## src/rtl/ram_port_arbiter.sv

```systemverilog
// Round-robin arbiter for two requesters sharing one single-port 256x8 RAM.
// Serializes grants onto the RAM port, waits out the read latency, returns a one-cycle ack.
//
//   state | meaning
//   IDLE  | sample a_req/b_req, grant round-robin, latch the winning request
//   ISSUE | drive latched addr/wdata/we onto the RAM for one cycle
//   WAIT  | hold address for RD_LAT cycles until read data is valid
//   DONE  | one-cycle ack to the granted port
module ram_port_arbiter #(
    parameter int RD_LAT = 1
) (
    input  logic       clk,
    input  logic       reset,
    input  logic       a_req,
    input  logic       a_we,
    input  logic [7:0] a_addr,
    input  logic [7:0] a_wdata,
    output logic       a_ack,
    output logic [7:0] a_rdata,
    input  logic       b_req,
    input  logic       b_we,
    input  logic [7:0] b_addr,
    input  logic [7:0] b_wdata,
    output logic       b_ack,
    output logic [7:0] b_rdata,
    output logic       busy,
    output logic [7:0] ram_address,
    output logic       ram_write_en,
    output logic [7:0] ram_data_in,
    input  logic [7:0] ram_data_out
);

    typedef enum logic [1:0] {IDLE, ISSUE, WAIT, DONE} state_t;

    localparam logic [1:0] WAIT_LOAD = (RD_LAT > 0) ? 2'(RD_LAT - 1) : 2'd0;

    state_t     state_q, state_d;
    logic       last_grant_q;   // 1 = port B won the last grant
    logic       grant_valid;
    logic       grant_b;
    logic       capture;
    logic       we_q;
    logic       port_q;         // 1 = current transfer belongs to port B
    logic [7:0] addr_q;
    logic [7:0] wdata_q;
    logic [1:0] wait_cnt_q;
    logic [7:0] a_rdata_q;
    logic [7:0] b_rdata_q;

    always_comb begin
        state_d     = state_q;
        grant_valid = 1'b0;
        grant_b     = 1'b0;
        capture     = 1'b0;
        case (state_q)
            IDLE: begin
                if (a_req && b_req) begin
                    grant_valid = 1'b1;
                    grant_b     = ~last_grant_q;
                end else if (a_req) begin
                    grant_valid = 1'b1;
                    grant_b     = 1'b0;
                end else if (b_req) begin
                    grant_valid = 1'b1;
                    grant_b     = 1'b1;
                end
                if (grant_valid) state_d = ISSUE;
            end
            ISSUE: begin
                if (we_q) begin
                    state_d = DONE;
                end else if (RD_LAT == 0) begin
                    capture = 1'b1;
                    state_d = DONE;
                end else begin
                    state_d = WAIT;
                end
            end
            WAIT: begin
                if (wait_cnt_q == 2'd0) begin
                    capture = 1'b1;
                    state_d = DONE;
                end
            end
            DONE:    state_d = IDLE;
            default: state_d = IDLE;
        endcase
    end

    always_ff @(posedge clk or negedge reset) begin
        if (!reset) begin
            state_q      <= IDLE;
            last_grant_q <= 1'b1;
            we_q         <= 1'b0;
            port_q       <= 1'b0;
            addr_q       <= 8'h00;
            wdata_q      <= 8'h00;
            wait_cnt_q   <= 2'd0;
            a_rdata_q    <= 8'h00;
            b_rdata_q    <= 8'h00;
        end else begin
            state_q <= state_d;
            if (grant_valid) begin
                last_grant_q <= grant_b;
                port_q       <= grant_b;
                we_q         <= grant_b ? b_we    : a_we;
                addr_q       <= grant_b ? b_addr  : a_addr;
                wdata_q      <= grant_b ? b_wdata : a_wdata;
            end
            // Down-counter loaded on leaving ISSUE; terminal count ends WAIT.
            if (state_q == ISSUE) begin
                wait_cnt_q <= WAIT_LOAD;
            end else if (state_q == WAIT && wait_cnt_q != 2'd0) begin
                wait_cnt_q <= wait_cnt_q - 2'd1;
            end
            if (capture) begin
                if (port_q) b_rdata_q <= ram_data_out;
                else        a_rdata_q <= ram_data_out;
            end
        end
    end

    assign busy         = (state_q != IDLE);
    assign a_ack        = (state_q == DONE) && !port_q;
    assign b_ack        = (state_q == DONE) &&  port_q;
    assign a_rdata      = a_rdata_q;
    assign b_rdata      = b_rdata_q;
    assign ram_address  = addr_q;
    assign ram_data_in  = wdata_q;
    assign ram_write_en = (state_q == ISSUE) && we_q;

endmodule

```

## config.mk

```make
export PLATFORM = sky130hd
export DESIGN_NAME = ram_port_arbiter
export DESIGN_NICKNAME = d
export VERILOG_FILES = /design/src/rtl/ram_port_arbiter.sv
export SDC_FILE = /design/constraint.sdc
export NUM_CORES = 1
export LEC_CHECK = 0
export BUFFER_PORTS_ARGS = -buffer_cell sky130_fd_sc_hd__clkbuf_2
export CAP_MARGIN = 30
export CORE_UTILIZATION = 41
export DETAILED_ROUTE_END_ITERATION = 8
export GPL_TIMING_DRIVEN = 0
export PLACE_DENSITY = 0.71
export SYNTH_ARGS = -nofsm -noshare
export SYNTH_HDL_FRONTEND = slang
export SYNTH_SLANG_ARGS = --single-unit
export TNS_END_PERCENT = 1
```

## constraint.sdc

```tcl
create_clock -name clk -period 1.95 [get_ports clk]
set_clock_uncertainty 0.1 [all_clocks]
set_input_delay 0.195 -clock clk [delete_from_list [all_inputs] [get_ports clk]]
set_output_delay 0.195 -clock clk [all_outputs]
set_load 0.01 [all_outputs]
```

Yosys cells after proc, flatten, opt, wreduce, memory -nomap -nowiden
Cells that the tools add are included.
{"block": "word_totals", "regBits": 39, "in_bits": 46, "word_cells": 50}
{"block": "classes", "n_addsub": 1, "n_eq_ne": 5, "muxes": 19, "n_bitwise": 2, "n_reduce_logical": 14}
{"op": "8-bit two-way mux", "n": 2}
{"op": "1-bit two-way mux", "n": 12}
{"op": "2-bit two-way mux", "n": 4}
{"op": "2-bit one-hot mux with 4 select lines", "n": 1}
{"op": "2-bit AND reduction", "n": 3}
{"op": "2-bit nonzero test", "n": 3}
{"op": "1-bit logical AND", "n": 5}
{"op": "2-bit equality test, second input constant", "n": 2}
{"op": "2-bit zero test", "n": 2}
{"op": "2-bit != test, second input constant", "n": 2}
{"op": "2-bit by 1-bit equality test with 1-bit output, second input constant", "n": 1}
{"op": "1-bit inverter", "n": 2}
{"op": "2-bit by 1-bit subtractor with 2-bit output, second input constant", "n": 1}
{"op": "1-bit zero test", "n": 1}

Logic depth before layout (Yosys ltp)
{"block": "depth", "depth_word": 6, "mapped_depth": 7, "depth_no_buf": 5}

Worst setup path before layout
Ideal clock, no wire load.
{"block": "synth_timing", "kind": "register to register", "start": "register state_q[0]", "end": "register wdata_q[4], in the netlist ram_data_in[4]", "arrival_ns": 1.506, "required_ns": 1.768, "path_slack_ns": 0.262, "path_stages_with_launch": 7, "synth_period_minus_slack_ns": 1.688, "cell_sequence": "dfrtp_1 > inv_1 > ha_1 > nand2_1 > buf_2 > or3b_1 > a31oi_1"}
{"block": "synth_between", "elab_chain_len": 3, "elab_cells_between_ends": 4, "classes_between": "mux (3); reduce/logical (1)"}
{"element": "start: declaration", "line": "37", "text": "state_t state_q, state_d;"}
{"element": "start signal: assignment", "line": "102", "text": "state_q <= state_d;"}
{"element": "2-bit zero test (*)", "line": "55", "text": "case (state_q)"}
{"element": "1-bit two-way mux", "line": "55"}
{"element": "8-bit two-way mux", "line": "108", "text": "wdata_q <= grant_b ? b_wdata : a_wdata;"}
{"element": "end signal: assignment", "line": "108"}
{"element": "end: declaration", "line": "45", "text": "logic [7:0] wdata_q;"}
Mark *: on every way between the ends. The rest lies on a longest branch, timed or not.
A chain may end at the register's enable or synchronous reset.

Worst setup path after layout
{"block": "layout_timing", "start": "register state_q[1]", "end": "register wdata_q[4], in the netlist ram_data_in[4]"}
The elaborated chain is that of the path after synthesis.

==> run metrics <==
Max Freq 0.551 GHz; clk slew on worst S/H paths 80 ps; die area 0.00484 mm^2; P_leak 0.00119 uW; fin crit share 0.930; #FFs+latches synth 39; DR vias/cell 5.07; setup_tns 0 ps; largest stage delay on the critical path 430 ps; Max Cap Viol 0; Finished Core Util 0.570; Net count, final 311; share of cells above drive strength 1 0.462; row count 24; TritonRoute pass-1 iters 4; commonest non-fill, non-tap cells in the layout clkbuf_2 (84), dfrtp_1 (38), nor2_1 (21); Max FO, Critical Path 10; RSZ-0062 raised after global routing no; CP max stage cell dfrtp_1; clock tree buffer depth 2; DP Wirelength 2.94 mm; antenna violations before repair 0; Fillers 394; DRT Wirelength 4.05 mm; max-slew violation count 0; Buf/Inv on CP 2; mapped cell area 0.00187 mm^2; Core Box Area 0.00438 mm^2; Reg area 977 um^2; Initial Utilization 0.427; worst min-delay path class in2reg; CTS tree done; area grow syn2layout 33.5%; worst slew pin tran 425 ps; die width 69.5 um; pin count of the biggest net entering global routing 40; Final setup violation count 0; Worst EP arrival 1930 ps; multi-input combinational cell area 801 um^2; die span in y 69.5 um; Avg Cell Area, Syn 11.1 um^2; H-tree levels 2; total setup buffers inserted after CTS 0; number of I/O port buffers 81; routed len/inst 13.0 um; CP Capture Type flop; status finished, final reports clean; GP Congestion 0.759; worst vdd ir 0.000713 V; Slew headroom 0.716; Mapped Cells 169; pwr dens 1520 mW/mm^2; Residual DRC 0; Worst Setup Start Kind flop; crit path kind reg2reg; vias in the first global route 1475; Worst EP required 2070 ps; Inserted Clock Buffers 5; CP Cell Sequence inv_1, ha_2, nand2_2, buf_2, or3b_1, a31oi_1; Crit path max-delay family simple AND/OR/NAND/NOR gates; Final Hold Viols 0; Vias 1581; Congestion Overflow GR 0; Clock Latency Late Sink 290 ps; Syn Nets 221; Synth warnings 0; most common cell after layout, fill and taps aside clkbuf_2; Root Buffer clkbuf_8; clk sinks 39; initial DRC count 46; Detail Route Antenna Nets 0; first-pass GRT wire length 6.55 mm; post-synthesis sequential area ratio 0.522; minimum clock period 1810 ps; GRT Total Usage 0.175; Synth cell types 29; diode count 0; num ports 82
[synth_stat cells (all sizes together)]
master / n / area (um^2)
a21oi: 1 / 5.00
o21a: 1 / 7.51
ha: 6 / 75.1
buf: 7 / 56.3
nor3: 1 / 5.00
mux2: 17 / 191
o31a: 1 / 8.76
o21ai: 17 / 85.1
dfstp: 1 / 26.3
and2: 3 / 21.3
inv: 7 / 26.3
nand3: 2 / 10.0
dfrtp: 38 / 951
a211oi: 1 / 7.51
xnor2: 1 / 8.76
a31oi: 17 / 106
nor3b: 1 / 7.51
or3b: 17 / 149
nor2b: 2 / 12.5
nand2: 1 / 3.75
nor2: 21 / 78.8
clkbuf: 4 / 15.0
o22ai: 2 / 12.5
[worst paths after layout]
kind,start,endpoint,slack [ps],depth (start not counted)
max,state_q[1]$_DFFE_PN0P_,ram_data_in[4]$_DFFE_PN0P_,140,6
min,ram_data_out[3],b_rdata[3]$_DFFE_PN0P_,50,2
max reg2reg,state_q[1]$_DFFE_PN0P_,ram_data_in[4]$_DFFE_PN0P_,140,6
min reg2reg,last_grant_q$_DFFE_PN1P_,last_grant_q$_DFFE_PN1P_,390,2
max in group asynchronous,reset,last_grant_q$_DFFE_PN1P_,1140,3
min in group asynchronous,reset,b_rdata[1]$_DFFE_PN0P_,140,2
[stage by stage]
| stage | total power, uW | hold slack, ps | setup WS, ps | area, um^2 | cells |
|---|---|---|---|---|---|
| 3_5_place_dp | 3120 | 298 | 4.89 | 2340 | 302 |
| 4_1_cts | 3830 | 36.1 | 17.6 | 2470 | 311 |
| 5_1_grt | 4080 | 42.1 | 29.8 | 2500 | 312 |
| 3_3_place_gp | 3090 | 288 | 44.1 | 2340 | 302 |
| 2_1_floorplan | 2480 | -201 | 262 | 1870 | 169 |
| 6_report | 3790 | 47.2 | 136 | 2500 | 312 |
[flip-flops by register name, summed over array words and instances (netlist names)]
signal / flops
ram_address: 8
b_rdata: 8
port_q: 1
we_q: 1
a_rdata: 8
last_grant_q: 1
wait_cnt_q: 2
state_q: 2
ram_data_in: 8
[what timing repair did]
action,4_1_cts,5_1_grt
gates resized for setup,2,5
setup endpoints to repair,2,19
hold endpoints to repair,38,0
hold buffers,1,0
[layer usage]
metal  vias to the layer above  track usage  part of all wire
met5                         -            0                 0
met4                         0       0.0544            0.0067
met3                         5       0.0727             0.078
met2                        67        0.284              0.49
met1                       728        0.212              0.43
li1                        781            -                 -
[where the power goes]
part | internal, uW | switching [uW] | leakage (uW)
combinational | 805 | 871 | 0.000679
sequential | 1210 | 208 | 0.000448
clock | 414 | 282 | 0.0000612
[area by class of cell]
cell class / instances / area share
Buffer: 11 / 0.0301
Clock buffer: 6 / 0.0331
Clock inverter: 2 / 0.0140
Inverter: 7 / 0.0105
Multi-Input combinational cell: 112 / 0.321
Sequential cell: 39 / 0.391
Tap cell: 52 / 0.0261
Timing Repair Buffer: 83 / 0.174
[cells by family (layout without fill, tap and decap cells)]
kind of cell | count (synthesis) | count (layout) | share of synthesized area
adders and majority gates | 6 | 6 | 0.0401
DFF | 39 | 39 | 0.522
xor gates and xnor gates | 1 | 1 | 0.00468
muxes | 17 | 17 | 0.102
buffers and inverters | 18 | 109 | 0.0522
AOI/OAI and AO/OA | 40 | 40 | 0.124
and+or+nand+nor | 48 | 48 | 0.154
Note: power is estimated with default switching activity, not from simulation.
